$ cat src/rtl/game_pkg.sv
// Shared game definitions: screen geometry, missile state encoding and a
// small unsigned-distance helper used by the pixel tests.
package game_pkg;

  localparam logic [9:0] SCREEN_W = 10'd640;
  localparam logic [9:0] SCREEN_H = 10'd480;

  typedef enum logic [1:0] {
    IDLE     = 2'd0,
    FLYING   = 2'd1,
    COOLDOWN = 2'd2
  } missile_state_t;

  // |a - b| with the difference formed as an 11-bit two's-complement value
  function automatic logic [10:0] abs_diff11(input logic [9:0] a, input logic [9:0] b);
    logic [10:0] diff;
    diff = {1'b0, a} - {1'b0, b};
    if (diff[10]) begin
      return 11'd0 - diff;
    end else begin
      return diff;
    end
  endfunction

endpackage

$ cat src/rtl/player_missile_if.sv
// Signal bundle between the game logic (master) and the player missile stage (slave).
interface player_missile_if;

  logic       frame_clk;
  logic       fire;
  logic       hit;
  logic [9:0] player_x_pos;
  logic [9:0] player_y_pos;
  logic [9:0] DrawX;
  logic [9:0] DrawY;
  logic [9:0] missile_x_pos;
  logic [9:0] missile_y_pos;
  logic       missile_active;
  logic       is_missile;

  modport master (
    output frame_clk, fire, hit, player_x_pos, player_y_pos, DrawX, DrawY,
    input  missile_x_pos, missile_y_pos, missile_active, is_missile
  );

  modport slave (
    input  frame_clk, fire, hit, player_x_pos, player_y_pos, DrawX, DrawY,
    output missile_x_pos, missile_y_pos, missile_active, is_missile
  );

endinterface

$ cat src/rtl/frame_tick_gen.sv
// Turns the slow frame strobe into a single-Clk-cycle tick on its rising edge.
// Shared with the player block so both step on the same cycle.
module frame_tick_gen (
  input  logic Clk,
  input  logic Reset,
  input  logic frame_clk,
  output logic frame_tick
);

  logic frame_s1_q, frame_s1_d;
  logic frame_s2_q, frame_s2_d;

  // next-state for the two-stage strobe history
  always_comb begin
    frame_s1_d = frame_clk;
    frame_s2_d = frame_s1_q;
  end

  // strobe history registers
  always_ff @(posedge Clk) begin
    if (Reset) begin
      frame_s1_q <= 1'b0;
      frame_s2_q <= 1'b0;
    end else begin
      frame_s1_q <= frame_s1_d;
      frame_s2_q <= frame_s2_d;
    end
  end

  assign frame_tick = frame_s1_q & ~frame_s2_q;

endmodule

$ cat src/rtl/player_missile.sv
// Single player missile: launched above the player on a fire press, climbs one
// step per frame until it leaves the top or is hit, then reloads for a while.
module player_missile
  import game_pkg::*;
#(
  parameter logic [9:0] Missile_Y_Step  = 10'd8,
  parameter logic [9:0] Missile_Y_Min   = 10'd0,
  parameter logic [9:0] Launch_Offset   = 10'd8,
  parameter logic [9:0] Missile_Half_W  = 10'd1,
  parameter logic [9:0] Missile_Half_H  = 10'd4,
  parameter logic [4:0] Cooldown_Frames = 5'd15
) (
  input logic             Clk,
  input logic             Reset,
  player_missile_if.slave bus
);

  missile_state_t state_q, state_d;
  logic [9:0]     x_q, x_d;
  logic [9:0]     y_q, y_d;
  logic [4:0]     cool_cnt_q, cool_cnt_d;
  logic           fire_req_q, fire_req_d;
  logic           fire_dly_q, fire_dly_d;
  logic           active_q, active_d;
  logic           frame_tick;
  logic           fire_rise;

  frame_tick_gen u_frame_tick (
    .Clk        (Clk),
    .Reset      (Reset),
    .frame_clk  (bus.frame_clk),
    .frame_tick (frame_tick)
  );

  assign fire_rise = bus.fire & ~fire_dly_q;

  // next-state, position, cooldown and fire-request computation
  always_comb begin
    state_d    = state_q;
    x_d        = x_q;
    y_d        = y_q;
    cool_cnt_d = cool_cnt_q;
    fire_req_d = 1'b0;
    fire_dly_d = bus.fire;

    case (state_q)
      IDLE: begin
        if (frame_tick && fire_req_q) begin
          state_d = FLYING;
          x_d     = bus.player_x_pos;
          y_d     = bus.player_y_pos - Launch_Offset;
        end else begin
          fire_req_d = fire_req_q | fire_rise;
        end
      end
      FLYING: begin
        // a hit wins over a coincident tick so the reported Y stays put
        if (bus.hit) begin
          state_d    = COOLDOWN;
          cool_cnt_d = Cooldown_Frames;
        end else if (frame_tick) begin
          if (y_q < Missile_Y_Min + Missile_Y_Step) begin
            state_d    = COOLDOWN;
            cool_cnt_d = Cooldown_Frames;
          end else begin
            y_d = y_q - Missile_Y_Step;
          end
        end else begin
          state_d = FLYING;
        end
      end
      COOLDOWN: begin
        if (frame_tick) begin
          if (cool_cnt_q == 5'd0) begin
            state_d = IDLE;
          end else begin
            cool_cnt_d = cool_cnt_q - 5'd1;
          end
        end else begin
          state_d = COOLDOWN;
        end
      end
      default: begin
        state_d = IDLE;
      end
    endcase

    active_d = (state_d == FLYING);
  end

  // missile state machine registers
  always_ff @(posedge Clk) begin
    if (Reset) begin
      state_q    <= IDLE;
      x_q        <= 10'd0;
      y_q        <= 10'd0;
      cool_cnt_q <= 5'd0;
      fire_req_q <= 1'b0;
      fire_dly_q <= 1'b0;
      active_q   <= 1'b0;
    end else begin
      state_q    <= state_d;
      x_q        <= x_d;
      y_q        <= y_d;
      cool_cnt_q <= cool_cnt_d;
      fire_req_q <= fire_req_d;
      fire_dly_q <= fire_dly_d;
      active_q   <= active_d;
    end
  end

  assign bus.missile_x_pos  = x_q;
  assign bus.missile_y_pos  = y_q;
  assign bus.missile_active = active_q;
  assign bus.is_missile     = active_q
                            & (abs_diff11(bus.DrawX, x_q) <= {1'b0, Missile_Half_W})
                            & (abs_diff11(bus.DrawY, y_q) <= {1'b0, Missile_Half_H});

endmodule

$ cat src/flat_wrapper.sv
// flat-port wrapper written by rule: the top's interface ports become plain ports
module player_missile_flat import game_pkg::*;
#(
  parameter logic [9:0] Missile_Y_Step  = 10'd8,
  parameter logic [9:0] Missile_Y_Min   = 10'd0,
  parameter logic [9:0] Launch_Offset   = 10'd8,
  parameter logic [9:0] Missile_Half_W  = 10'd1,
  parameter logic [9:0] Missile_Half_H  = 10'd4,
  parameter logic [4:0] Cooldown_Frames = 5'd15
)
  (Clk, Reset, bus_frame_clk, bus_fire, bus_hit, bus_player_x_pos, bus_player_y_pos, bus_DrawX, bus_DrawY, bus_missile_x_pos, bus_missile_y_pos, bus_missile_active, bus_is_missile);
  player_missile_if bus_i ();
  input logic Clk;
  input logic Reset;
  input wire logic [$bits(bus_i.frame_clk)-1:0] bus_frame_clk;
  input wire logic [$bits(bus_i.fire)-1:0] bus_fire;
  input wire logic [$bits(bus_i.hit)-1:0] bus_hit;
  input wire logic [$bits(bus_i.player_x_pos)-1:0] bus_player_x_pos;
  input wire logic [$bits(bus_i.player_y_pos)-1:0] bus_player_y_pos;
  input wire logic [$bits(bus_i.DrawX)-1:0] bus_DrawX;
  input wire logic [$bits(bus_i.DrawY)-1:0] bus_DrawY;
  output wire logic [$bits(bus_i.missile_x_pos)-1:0] bus_missile_x_pos;
  output wire logic [$bits(bus_i.missile_y_pos)-1:0] bus_missile_y_pos;
  output wire logic [$bits(bus_i.missile_active)-1:0] bus_missile_active;
  output wire logic [$bits(bus_i.is_missile)-1:0] bus_is_missile;
  assign bus_i.frame_clk = bus_frame_clk;
  assign bus_i.fire = bus_fire;
  assign bus_i.hit = bus_hit;
  assign bus_i.player_x_pos = bus_player_x_pos;
  assign bus_i.player_y_pos = bus_player_y_pos;
  assign bus_i.DrawX = bus_DrawX;
  assign bus_i.DrawY = bus_DrawY;
  assign bus_missile_x_pos = bus_i.missile_x_pos;
  assign bus_missile_y_pos = bus_i.missile_y_pos;
  assign bus_missile_active = bus_i.missile_active;
  assign bus_is_missile = bus_i.is_missile;
  player_missile #(.Missile_Y_Step(Missile_Y_Step), .Missile_Y_Min(Missile_Y_Min), .Launch_Offset(Launch_Offset), .Missile_Half_W(Missile_Half_W), .Missile_Half_H(Missile_Half_H), .Cooldown_Frames(Cooldown_Frames)) u_core (.Clk(Clk), .Reset(Reset), .bus(bus_i));
endmodule
$ cat config.mk
export PLATFORM = sky130hd
export DESIGN_NAME = player_missile_flat
export DESIGN_NICKNAME = d
export VERILOG_FILES = /design/src/rtl/game_pkg.sv /design/src/rtl/player_missile_if.sv /design/src/rtl/frame_tick_gen.sv /design/src/rtl/player_missile.sv /design/src/flat_wrapper.sv
export SDC_FILE = /design/constraint.sdc
export NUM_CORES = 1
export LEC_CHECK = 0
export BUFFER_PORTS_ARGS = -buffer_cell sky130_fd_sc_hd__buf_2
export CAP_MARGIN = 10
export CORE_ASPECT_RATIO = 0.75
export CORE_MARGIN = 4
export CORE_UTILIZATION = 35
export DETAILED_ROUTE_END_ITERATION = 8
export SLEW_MARGIN = 20
export SYNTH_ARGS = -nofsm -noshare
export SYNTH_HDL_FRONTEND = slang
export SYNTH_SLANG_ARGS = --single-unit
$ cat constraint.sdc
create_clock -name Clk -period 6.53 [get_ports Clk]
set_clock_uncertainty 0.1 [all_clocks]
set_input_delay 0.3265 -clock Clk [delete_from_list [all_inputs] [get_ports Clk]]
set_output_delay 0.3265 -clock Clk [all_outputs]
set_load 0.03 [all_outputs]
==> results of run 1 <==
[sequential cells by signal (all words and copies together), names as in the netlist]
signal	flops
u_core.cool_cnt_q	5
u_core.bus.missile_y_pos	10
u_core.fire_req_q	1
u_core.u_frame_tick.frame_s2_q	1
u_core.bus.missile_active	1
u_core.bus.missile_x_pos	10
u_core.u_frame_tick.frame_s1_q	1
u_core.state_q	2
u_core.fire_dly_q	1
[cells by family after synthesis]
family / share of synthesized area
adder cells (fa/ha/maj): 0.130
AND/OR/NAND/NOR: 0.263
buffers and inverters: 0.0668
multiplexers: 0.0326
AO/OA/AOI/OAI: 0.252
flip-flops: 0.206
XOR/XNOR: 0.0507
[worst max path at each step]
stage	slack, ns	endpoint	from	cells after the start
3_5_place_dp	2.73	bus_is_missile	bus_DrawX[0]	15
5_1_grt	2.28	bus_is_missile	u_core.bus.missile_x_pos[0]	13
3_3_place_gp	2.90	bus_is_missile	bus_DrawX[0]	15
6_report	2.56	bus_is_missile	u_core.bus.missile_x_pos[0]	13
4_1_cts	2.56	bus_is_missile	u_core.bus.missile_x_pos[0]	13
2_1_floorplan	2.71	bus_is_missile	u_core.bus.missile_x_pos[0]	12
[stage by stage]
stage	utilization	hold slack, ns	area (um2)
after floorplan	-	0.307	3110
after global placement	0.411	0.358	3520
after detailed placement	0.411	0.363	3520
after CTS	0.428	0.151	3670
after global routing	0.428	0.157	3670
final	0.428	0.154	3670
[critical path: cells and delay by family, from the launching register on]
| kind | cells | cell delay [ns] |
|---|---|---|
| buffers and inverters | 3 | 0.38 |
| adder cells (fa/ha/maj) | 3 | 0.83 |
| multiplexers | 1 | 0.17 |
| flip-flops | 1 | 0.35 |
| AND/OR/NAND/NOR | 4 | 1.03 |
| AO/OA/AOI/OAI | 2 | 0.51 |
[cells in the final DEF, fill, tap and decap left out, types with 3 or more instances in the layout]
master     count
a211oi_1       8
a21o_1         5
a21oi_1       28
a221oi_1       4
a22oi_1        5
a311oi_1       3
a31oi_1        5
buf_2         66
clkbuf_16      5
dfxtp_1       32
ha_1          29
inv_1         38
mux2i_1        9
nand2_1       45
nand2b_1       7
nand3_1        6
nand4_1        4
nor2_1        26
nor2b_1       11
nor3_1        14
nor3b_1        8
nor4_1         3
o211ai_1       4
o21a_1         4
o21ai_0       20
or3_1          5
or3_4          3
or3b_2         3
xnor2_1        9
xor2_1         9
[layer usage]
layer  up-vias  share of wire  global-route usage
li1       1604              -                   -
met1      1419           0.51               0.226
met2        45           0.45               0.244
met3         7          0.032              0.0241
met4         0         0.0074              0.0385
met5         -              0                   0
[power by group]
group	internal (uW)	switching [uW]	leakage, uW
logic	104	148	0.00116
registers	209	11.6	0.000260
clock network	150	84.2	0.0000766
[cell type report]
class / count / area, um2
Fill cell: 902 / 4900
Multi-Input combinational cell: 323 / 2260
Sequential cell: 32 / 641
Timing Repair Buffer: 67 / 338
Inverter: 38 / 143
Clock buffer: 6 / 139
Tap cell: 108 / 135
Clock inverter: 2 / 10.0
==> metrics, run 1 <==
number of diodes=0; number of max-cap violations=0; startpoint of the most critical register-to-register path=u_core.state_q[1]; latest clock arrival within the worst-skew pair=0.28 ns; worst r2r dst=u_core.bus.missile_active; Root Buffer Master=clkbuf_16; number of sinks driven by the clock tree=32; final wirelength=8200 um; number of global-route vias before repair=about 2.8k; Worst EP arrival=3.54 ns; data required time of the worst path=6.10 ns; fin crit period=3.97 ns; remaining number of nets flagged by the antenna check after routing=0; worst slack after detailed placement=roughly 2.7 ns; first-pass GRT wire length=13400 um; Critical Path Start Type=register; Max-Slew Margin vs Limit=0.521; setup fix buffers added after clock tree synthesis=0; DRC violation count after routing=0; number of DRC markers in iteration 0=between 150 and 200; R2R Setup Slk=4.10 ns; starting utilization of the core area=0.363; worst-margin pin slew=just over 0.7 ns; share of flip-flops with an asynchronous set or reset=0; Via Count=3075; GR Util All Layers=0.156; H-tree depth=2; post-synthesis sequential area ratio=0.206; run status=finished clean; Post-Synthesis Cells=406; crit path max fanout=3; worst hold path class=input port to register; sum of negative setup slack=0 ns; filler-free cell count of the finished design=576; worst reg-to-reg path cell count=9; number of clock buffers inserted by TritonCTS=5; ranking of synthesized cells by instance count=45 x nand2_1, 38 x inv_1, 32 x dfxtp_1; detailed-router iteration count before antenna repair=4; total number of yosys warnings=0; total number of placement rows=29; predominant post-synthesis flop cell=dfxtp_1; die area=10500 um2; placed wire-length estimate=6510 um; origin of the worst min-delay path=bus_frame_clk; ordered list of cells on the worst path=ha_1 -> inv_1 -> fa_1 -> inv_1 -> ha_1 -> nor3b_1 -> mux2i_1 -> a211o_1 -> or4_1 -> a31oi_1 -> nand4_1 -> nor4_2 -> buf_2; quantity of I/O buffers inserted on ports=66; number of unique standard cell types used by synthesis=65; worst min-delay path endpoint=u_core.u_frame_tick.frame_s1_q; layout overhead on the synthesized area=17.9%; pin count of the biggest net entering global routing=32; PostCTS Resize Cnt=0; post-route total power=707 uW; fin crit share=0.608; count leader, synth=nand2_1; count of nets after finishing=543; CORE AREA=8560 um2; cell area after synthesis=3110 um2; RSZ-0062 raised after global routing=no; Hold Crit Depth=2; category of the worst setup path capture point=primary output; register bit count reported by yosys=32; per-instance average area after synthesis=7.66 um2; final weighted congestion in routability-driven placement=around 0.86; leakage power total=between 0.001 and 0.0015 uW; share of layout cells above drive strength 1=0.194; IR Drop Worst-Case VDD=roughly 0.096 mV; post-CTS clock slew at the launch and capture registers of the worst setup and hold paths=around 0.05 ns; clock tree from TritonCTS=yes; Synthesized Nets=482; ratio of total power to cell area=193 nW/um2; number of max-slew violations in the final report=0; biggest cell delay along the critical path=0.44 ns; worst setup slack after layout=2.56 ns; Hold Violations, Final=0; placed cell count=roughly 570; number of buffers between clock root and the deepest sink=2; die width=approximately 120 um; hold buffer count at cts=0; largest cells by area after synthesis=dfxtp_1 21%, ha_1 12%, nand2_1 5.4%; number of synthesized flops with an enable pin=0; initial antenna violation count=0; top-level I/O count=67; slowest CP cell=fa_1; maximum clock frequency=252 MHz; Synth top area share=0.206; mean number of vias per cell=5.34; top cell type by total area after synthesis=dfxtp_1; total global routing overflow=0; count of final setup violators=0; post-detailed-route wirelength per cell=14.2 um; Die Y=89.6 um; critical path start-end classification=register to primary output
No activity file was read; power rests on OpenSTA's default activity.
==> run 2: changes to the inputs <==
Clock period 6.53 ns to 3.32 ns, I/O delays scaled along.
==> run 2 against run 1 <==
Effect of this change: the run now ends with negative setup slack left; total power rose by 98%; sequential share of layout area down 0.75 points; count of clock-buffer cells in the layout stayed put; first-iteration DRC count down 8.7%; combinational power grew 110%; critical path depth did not move; clock power up 83%; die area unchanged; via count rose by 2.7%; cell count rose by 1.9%; worst hold slack got worse by 0.13 ns.
==> metrics, run 2 (synthesis results as in run 1) <==
CORE AREA=8560 um2 (unchanged); category of the worst setup path capture point=primary output; Post-DP Area=3610 um2 (+2.5%); number of clock buffers inserted by TritonCTS=5 (unchanged); final weighted congestion in routability-driven placement=0.860 (about the same); crit path max fanout=3 (unchanged); Die Y=89.6 um (unchanged); worst r2r dst=u_core.cool_cnt_q[3]; CP bufs+invs=3 (unchanged); R2R Setup Slk=0.90 ns (-3.20 ns); Root Buffer Master=clkbuf_16; RSZ-0062 raised after global routing=yes; ratio of total power to cell area=362 nW/um2 (+88%); initial antenna violation count=0 (unchanged); pin count of the biggest net entering global routing=32 (unchanged); critical path start-end classification=register to primary output; worst hold path class=input port to register; die width=117 um (unchanged); total global routing overflow=0 (unchanged); IR Drop Worst-Case VDD=0.199 mV (+110%); final design instance area without fill=3860 um2 (+5.3%); fin crit share=1.03; die area=10500 um2 (unchanged); number of max-cap violations=0 (unchanged); maximum clock frequency=roughly 290 MHz; remaining number of nets flagged by the antenna check after routing=0 (unchanged); H-tree depth=2 (unchanged); instance count on the critical path=13 (unchanged); number of filler cells placed in the layout=853 (-5.4%); placed wire-length estimate=6550 um (+0.58%); layout overhead on the synthesized area=24.2%; quantity of I/O buffers inserted on ports=66 (unchanged); detailed-router iteration count before antenna repair=4 (unchanged); worst-margin pin slew=0.607 ns (-0.108 ns); post-detailed-route wirelength per cell=14.1 um (-0.82%); number of DRC markers in iteration 0=167 (-8.7%); ordered list of cells on the worst path=ha_4 -> inv_2 -> fa_2 -> inv_2 -> ha_4 -> nor3b_4 -> mux2i_4 -> a211o_1 -> or4_1 -> a31oi_1 -> nand4_1 -> nor4_4 -> buf_6; final wirelength=8290 um (+1.1%); number of buffers between clock root and the deepest sink=2 (unchanged); leakage power total=0.00155 uW (+3.7%); CP endpoint=bus_is_missile; biggest cell delay along the critical path=0.45 ns (about the same); number of global-route vias before repair=2964 (+4.2%); Critical Path Start Type=register; Worst EP arrival=3.15 ns (-0.39 ns); startpoint of the most critical register-to-register path=u_core.bus.missile_y_pos[4]; CP Launch Point=u_core.bus.missile_x_pos[0]; run status=complete, but fails checks; multi-input combinational cell area=2370 um2 (+4.7%); data required time of the worst path=3.05 ns (-3.05 ns); worst reg-to-reg path cell count=8 (-1); number of max-slew violations in the final report=0 (unchanged); slowest CP cell=fa_2; placed cell count=577 (+1.6%); clock tree from TritonCTS=yes; latest clock arrival within the worst-skew pair=0.27 ns (about the same); mean number of vias per cell=5.38 (+0.81%); post-CTS clock slew at the launch and capture registers of the worst setup and hold paths=0.05 ns (about the same); violations in the final reports=negative setup slack; share of layout cells above drive strength 1=0.246 (+0.0519); cell family with most CP delay=simple AND/OR/NAND/NOR gates; Via Count=3159 (+2.7%); commonest cells after routing, fill and taps aside=65 x buf_2, 45 x nand2_1, 36 x inv_1, 30 x dfxtp_1; most common cell after layout, fill and taps aside=buf_2; filler-free cell count of the finished design=587 (+1.9%); fin crit period=3.42 ns; top-level I/O count=67 (unchanged); worst setup slack after layout=-0.0975 ns (-2.66 ns); sequential cell area in the final layout=646 um2 (+0.78%); Hold Violations, Final=0 (unchanged); count of final setup violators=1 (+1); DRC violation count after routing=0 (unchanged); number of sinks driven by the clock tree=32 (unchanged); count of nets after finishing=555 (+2.2%); starting utilization of the core area=0.363 (unchanged); number of diodes=0 (unchanged); first-pass GRT wire length=13800 um (+3.1%); total number of placement rows=29 (unchanged); GR Util All Layers=0.161 (+0.00437); Max-Slew Margin vs Limit=0.595 (+0.0737)
run 2: cell types whose count changed in the layout (fill, tap and decap cells not counted), moves of 2 or more:
cell / delta
a2111oi_0: -2
a21oi_1: -2
a21oi_2: +2
buf_4: +11
dfxtp_1: -2
ha_1: -3
ha_4: +2
inv_1: -2
inv_2: +2
mux2i_1: -2
o21ai_0: -2
o21ai_1: +2
run 2: worst min path at each step:
stage,from,slack (ns),depth (start not counted),end
floorplan,Reset,0.15,1,u_core.state_q[0]
finish,bus_fire,0.03,2,u_core.fire_dly_q
CTS,bus_fire,0.02,2,u_core.fire_dly_q
detailed placement,bus_frame_clk,0.28,2,u_core.u_frame_tick.frame_s1_q
global placement,bus_frame_clk,0.28,2,u_core.u_frame_tick.frame_s1_q
global route,bus_fire,0.02,2,u_core.fire_dly_q
run 2: worst reg2reg max path: stages (launching register included):
cell      delay [ns]
dfxtp_1         0.35
or3_4           0.39
or3_4           0.36
or3_4           0.35
o21ai_4         0.15
nand3_4         0.13
o21ba_1         0.24
nor2_1          0.04
a311oi_1        0.22
run 2: layout make-up:
| class | count | area share |
|---|---|---|
| sequential | 32 | 0.167 |
| multi-input combinational | 323 | 0.613 |
| inverter | 38 | 0.0369 |
| clock inverter | 1 | 0.00130 |
| timing repair buffer | 79 | 0.113 |
| tap | 108 | 0.0350 |
| clock buffer | 6 | 0.0334 |
run 2: timing repair:
item	4_1_cts	5_1_grt
buffers inserted	2	0
endpoints found under the hold margin	1	0
pin swaps	6	0
hold buffers	1	0
resized for setup	11	13
endpoints found under the setup margin	1	1
run 2: stage by stage:
stage / utilization / power, uW / setup TNS [ns] / worst slack, ns / hold slack [ns]
final: 0.451 / 1400 / -0.0975 / -0.0975 / 0.0275
after global routing: 0.451 / 1500 / -0.224 / -0.224 / 0.0213
after CTS: 0.445 / 1390 / -0.0946 / -0.0946 / 0.0207
after detailed placement: 0.421 / 947 / -0.108 / -0.108 / 0.283
after global placement: 0.421 / 942 / 0 / 0.0350 / 0.276
after floorplan: - / 818 / 0 / 0.0298 / 0.146
run 2: metal layers:
metal	global-route usage	up-vias	part of all wire
met5	0	-	0
met4	0.0281	0	0.0051
met1	0.235	1483	0.51
met2	0.248	44	0.45
li1	-	1625	-
met3	0.0308	7	0.034
run 2: where the power goes:
part / total, uW / switching, uW / internal (uW)
sequential: 433 / 22.9 / 410
clock: 429 / 157 / 272
combinational: 537 / 310 / 227
total: 1400 / 489 / 909
==> run 3: changes to the inputs <==
Settings changed: CORE_MARGIN 4 to 10, PLACE_DENSITY from default to 0.68.
==> run 3 against run 2 <==
Effect of this change: the flow still finishes with violations (negative setup slack); clock power grew 4%; first-iteration DRC count is the same; sequential share of layout area grew 0.16 points; critical endpoint unchanged; largest cell class unchanged; highest routed layer unchanged.
==> metrics, run 3 (synthesis results as in run 1) <==
initial antenna violation count=0 (unchanged); number of sinks driven by the clock tree=32 (unchanged); latest clock arrival within the worst-skew pair=0.28 ns (about the same); layout overhead on the synthesized area=23.0%; Die Y=102 um (+13%); GR Util All Layers=0.131 (-0.0299); fin crit period=3.46 ns (+0.0395 ns); pin count of the biggest net entering global routing=32 (unchanged); number of filler cells placed in the layout=872 (+2.2%); post-CTS clock slew at the launch and capture registers of the worst setup and hold paths=0.05 ns (about the same); die area=13100 um2 (+25%); total length of routed met3 wires=266 um (-5.7%); category of the worst setup path capture point=primary output; final design instance area without fill=3820 um2 (-0.97%); number of max-cap violations=0 (unchanged); metal2 WL=4210 um (+14%); DRC violation count after routing=0 (unchanged); worst hold path class=input port to register; biggest cell delay along the critical path=0.45 ns (about the same); detailed-router iteration count before antenna repair=4 (unchanged); number of global-route vias before repair=3032 (+2.3%); Critical Path Start Type=register; count of final setup violators=1 (unchanged); count of nets after finishing=553 (-0.36%); violations in the final reports=negative setup slack; placed wire-length estimate=6910 um (+5.5%); final wirelength=8670 um (+4.5%); mean number of vias per cell=5.37 (-0.27%); placed cell count=575 (-0.35%); Root Buffer Master=clkbuf_16; Worst EP arrival=3.19 ns (+0.04 ns); share of layout cells above drive strength 1=0.236 (-0.00994); leakage power total=0.00155 uW (about the same); Post-DP Area=3590 um2 (-0.42%); quantity of I/O buffers inserted on ports=66 (unchanged); IR Drop Worst-Case VDD=0.199 mV (-0.17%); metal1 wirelength=4070 um (-4.5%); starting utilization of the core area=0.363 (unchanged); crit path max fanout=3 (unchanged); run status=complete, but fails checks; H-tree depth=2 (unchanged); post-detailed-route wirelength per cell=14.8 um (+4.7%); Hold Violations, Final=0 (unchanged); number of max-slew violations in the final report=0 (unchanged); Via Count=3145 (-0.44%); total number of placement rows=29 (unchanged); Finished Core Util=0.447 (-0.00438); number of clock buffers inserted by TritonCTS=5 (unchanged); final weighted congestion in routability-driven placement=0.842 (-2.1%); post-route total power=1410 uW (+0.81%); first-pass GRT wire length=14400 um (+4.0%); commonest cells after routing, fill and taps aside=65 x buf_2, 45 x nand2_1, 36 x inv_1, 30 x dfxtp_1; remaining number of nets flagged by the antenna check after routing=0 (unchanged); clock tree from TritonCTS=yes; top-level I/O count=67 (unchanged); slowest CP cell=fa_2; total global routing overflow=0 (unchanged); RSZ-0062 raised after global routing=yes; data required time of the worst path=3.05 ns (about the same); number of buffers between clock root and the deepest sink=2 (unchanged); number of diodes=0 (unchanged); CORE AREA=8560 um2 (unchanged); ordered list of cells on the worst path=ha_4 -> inv_2 -> fa_2 -> inv_2 -> ha_4 -> nor3b_4 -> mux2i_2 -> a211o_1 -> or4_1 -> a31oi_1 -> nand4_1 -> nor4_4 -> buf_6; ratio of total power to cell area=369 nW/um2 (+1.8%); die width=129 um (+10%); maximum clock frequency=289 MHz (-1.1%); fin crit share=1.04 (+0.0119); filler-free cell count of the finished design=586 (-0.17%); worst setup slack after layout=-0.137 ns (-0.0395 ns); worst-margin pin slew=0.691 ns (+0.0839 ns); Max-Slew Margin vs Limit=0.539 (-0.0559); top routing layer in use=met4; most common cell after layout, fill and taps aside=buf_2; number of DRC markers in iteration 0=167 (unchanged); critical path start-end classification=register to primary output
## run 3: cell types whose count changed in the layout (fill, tap and decap cells not counted), sizes merged
cell / delta
clkbuf: -1
clkinv: +2
buf: -2
## run 3: what timing repair did
action	CTS	global route
resized for setup	13	4
pin swaps	5	0
buffers inserted	2	0
endpoints found under the setup margin	1	1
hold buffers	1	0
endpoints found under the hold margin	1	0
## run 3: through the flow
step / setup TNS (ns) / hold slack [ns] / setup slack, ns
2_1_floorplan: 0 / 0.146 / 0.0298
3_3_place_gp: 0 / 0.281 / 0.0611
3_5_place_dp: -0.0779 / 0.279 / -0.0779
4_1_cts: -0.109 / 0.00873 / -0.109
5_1_grt: -0.316 / 0.0173 / -0.316
6_report: -0.137 / 0.00718 / -0.137
## run 3: report_power, final
group          total [uW]  switching (uW)  internal [uW]
sequential            433            23.3            410
clock                 446             170            276
combinational         531             310            221
total                1410             503            907
## run 3: layer usage
layer  track usage  up-vias
met3        0.0271       11
met4        0.0314        0
met1         0.165     1473
met2         0.224       42
met5             0        -
li1              -     1619
## run 3: worst max-delay path, delay by kind of cell (launching register included)
family | cells | cell delay, ns
DFF | 1 | 0.35
adders and majority gates | 3 | 0.76
AOI/OAI and AO/OA | 2 | 0.44
buffers and inverters | 3 | 0.32
muxes | 1 | 0.12
and+or+nand+nor | 4 | 0.93
## run 3: layout make-up
type                       count  area, um2  share of cell area
inverter                      38        143              0.0373
sequential                    32        646               0.169
tap                          108        135              0.0353
timing repair buffer          77        422               0.110
clock buffer                   5        125              0.0327
clock inverter                 3       18.8             0.00491
multi-input combinational    323       2330               0.611
## run 3: final timing paths
| kind | from | endpoint | slack, ns | cells past startpoint |
|---|---|---|---|---|
| setup / recovery | u_core.bus.missile_x_pos[0] | bus_is_missile | -0.14 | 13 |
| hold / removal | bus_fire | u_core.fire_dly_q | 0.007 | 2 |
| setup reg to reg | u_core.state_q[1] | u_core.bus.missile_active | 0.81 | 9 |
| hold reg to reg | u_core.bus.missile_x_pos[1] | u_core.bus.missile_x_pos[1] | 0.37 | 2 |
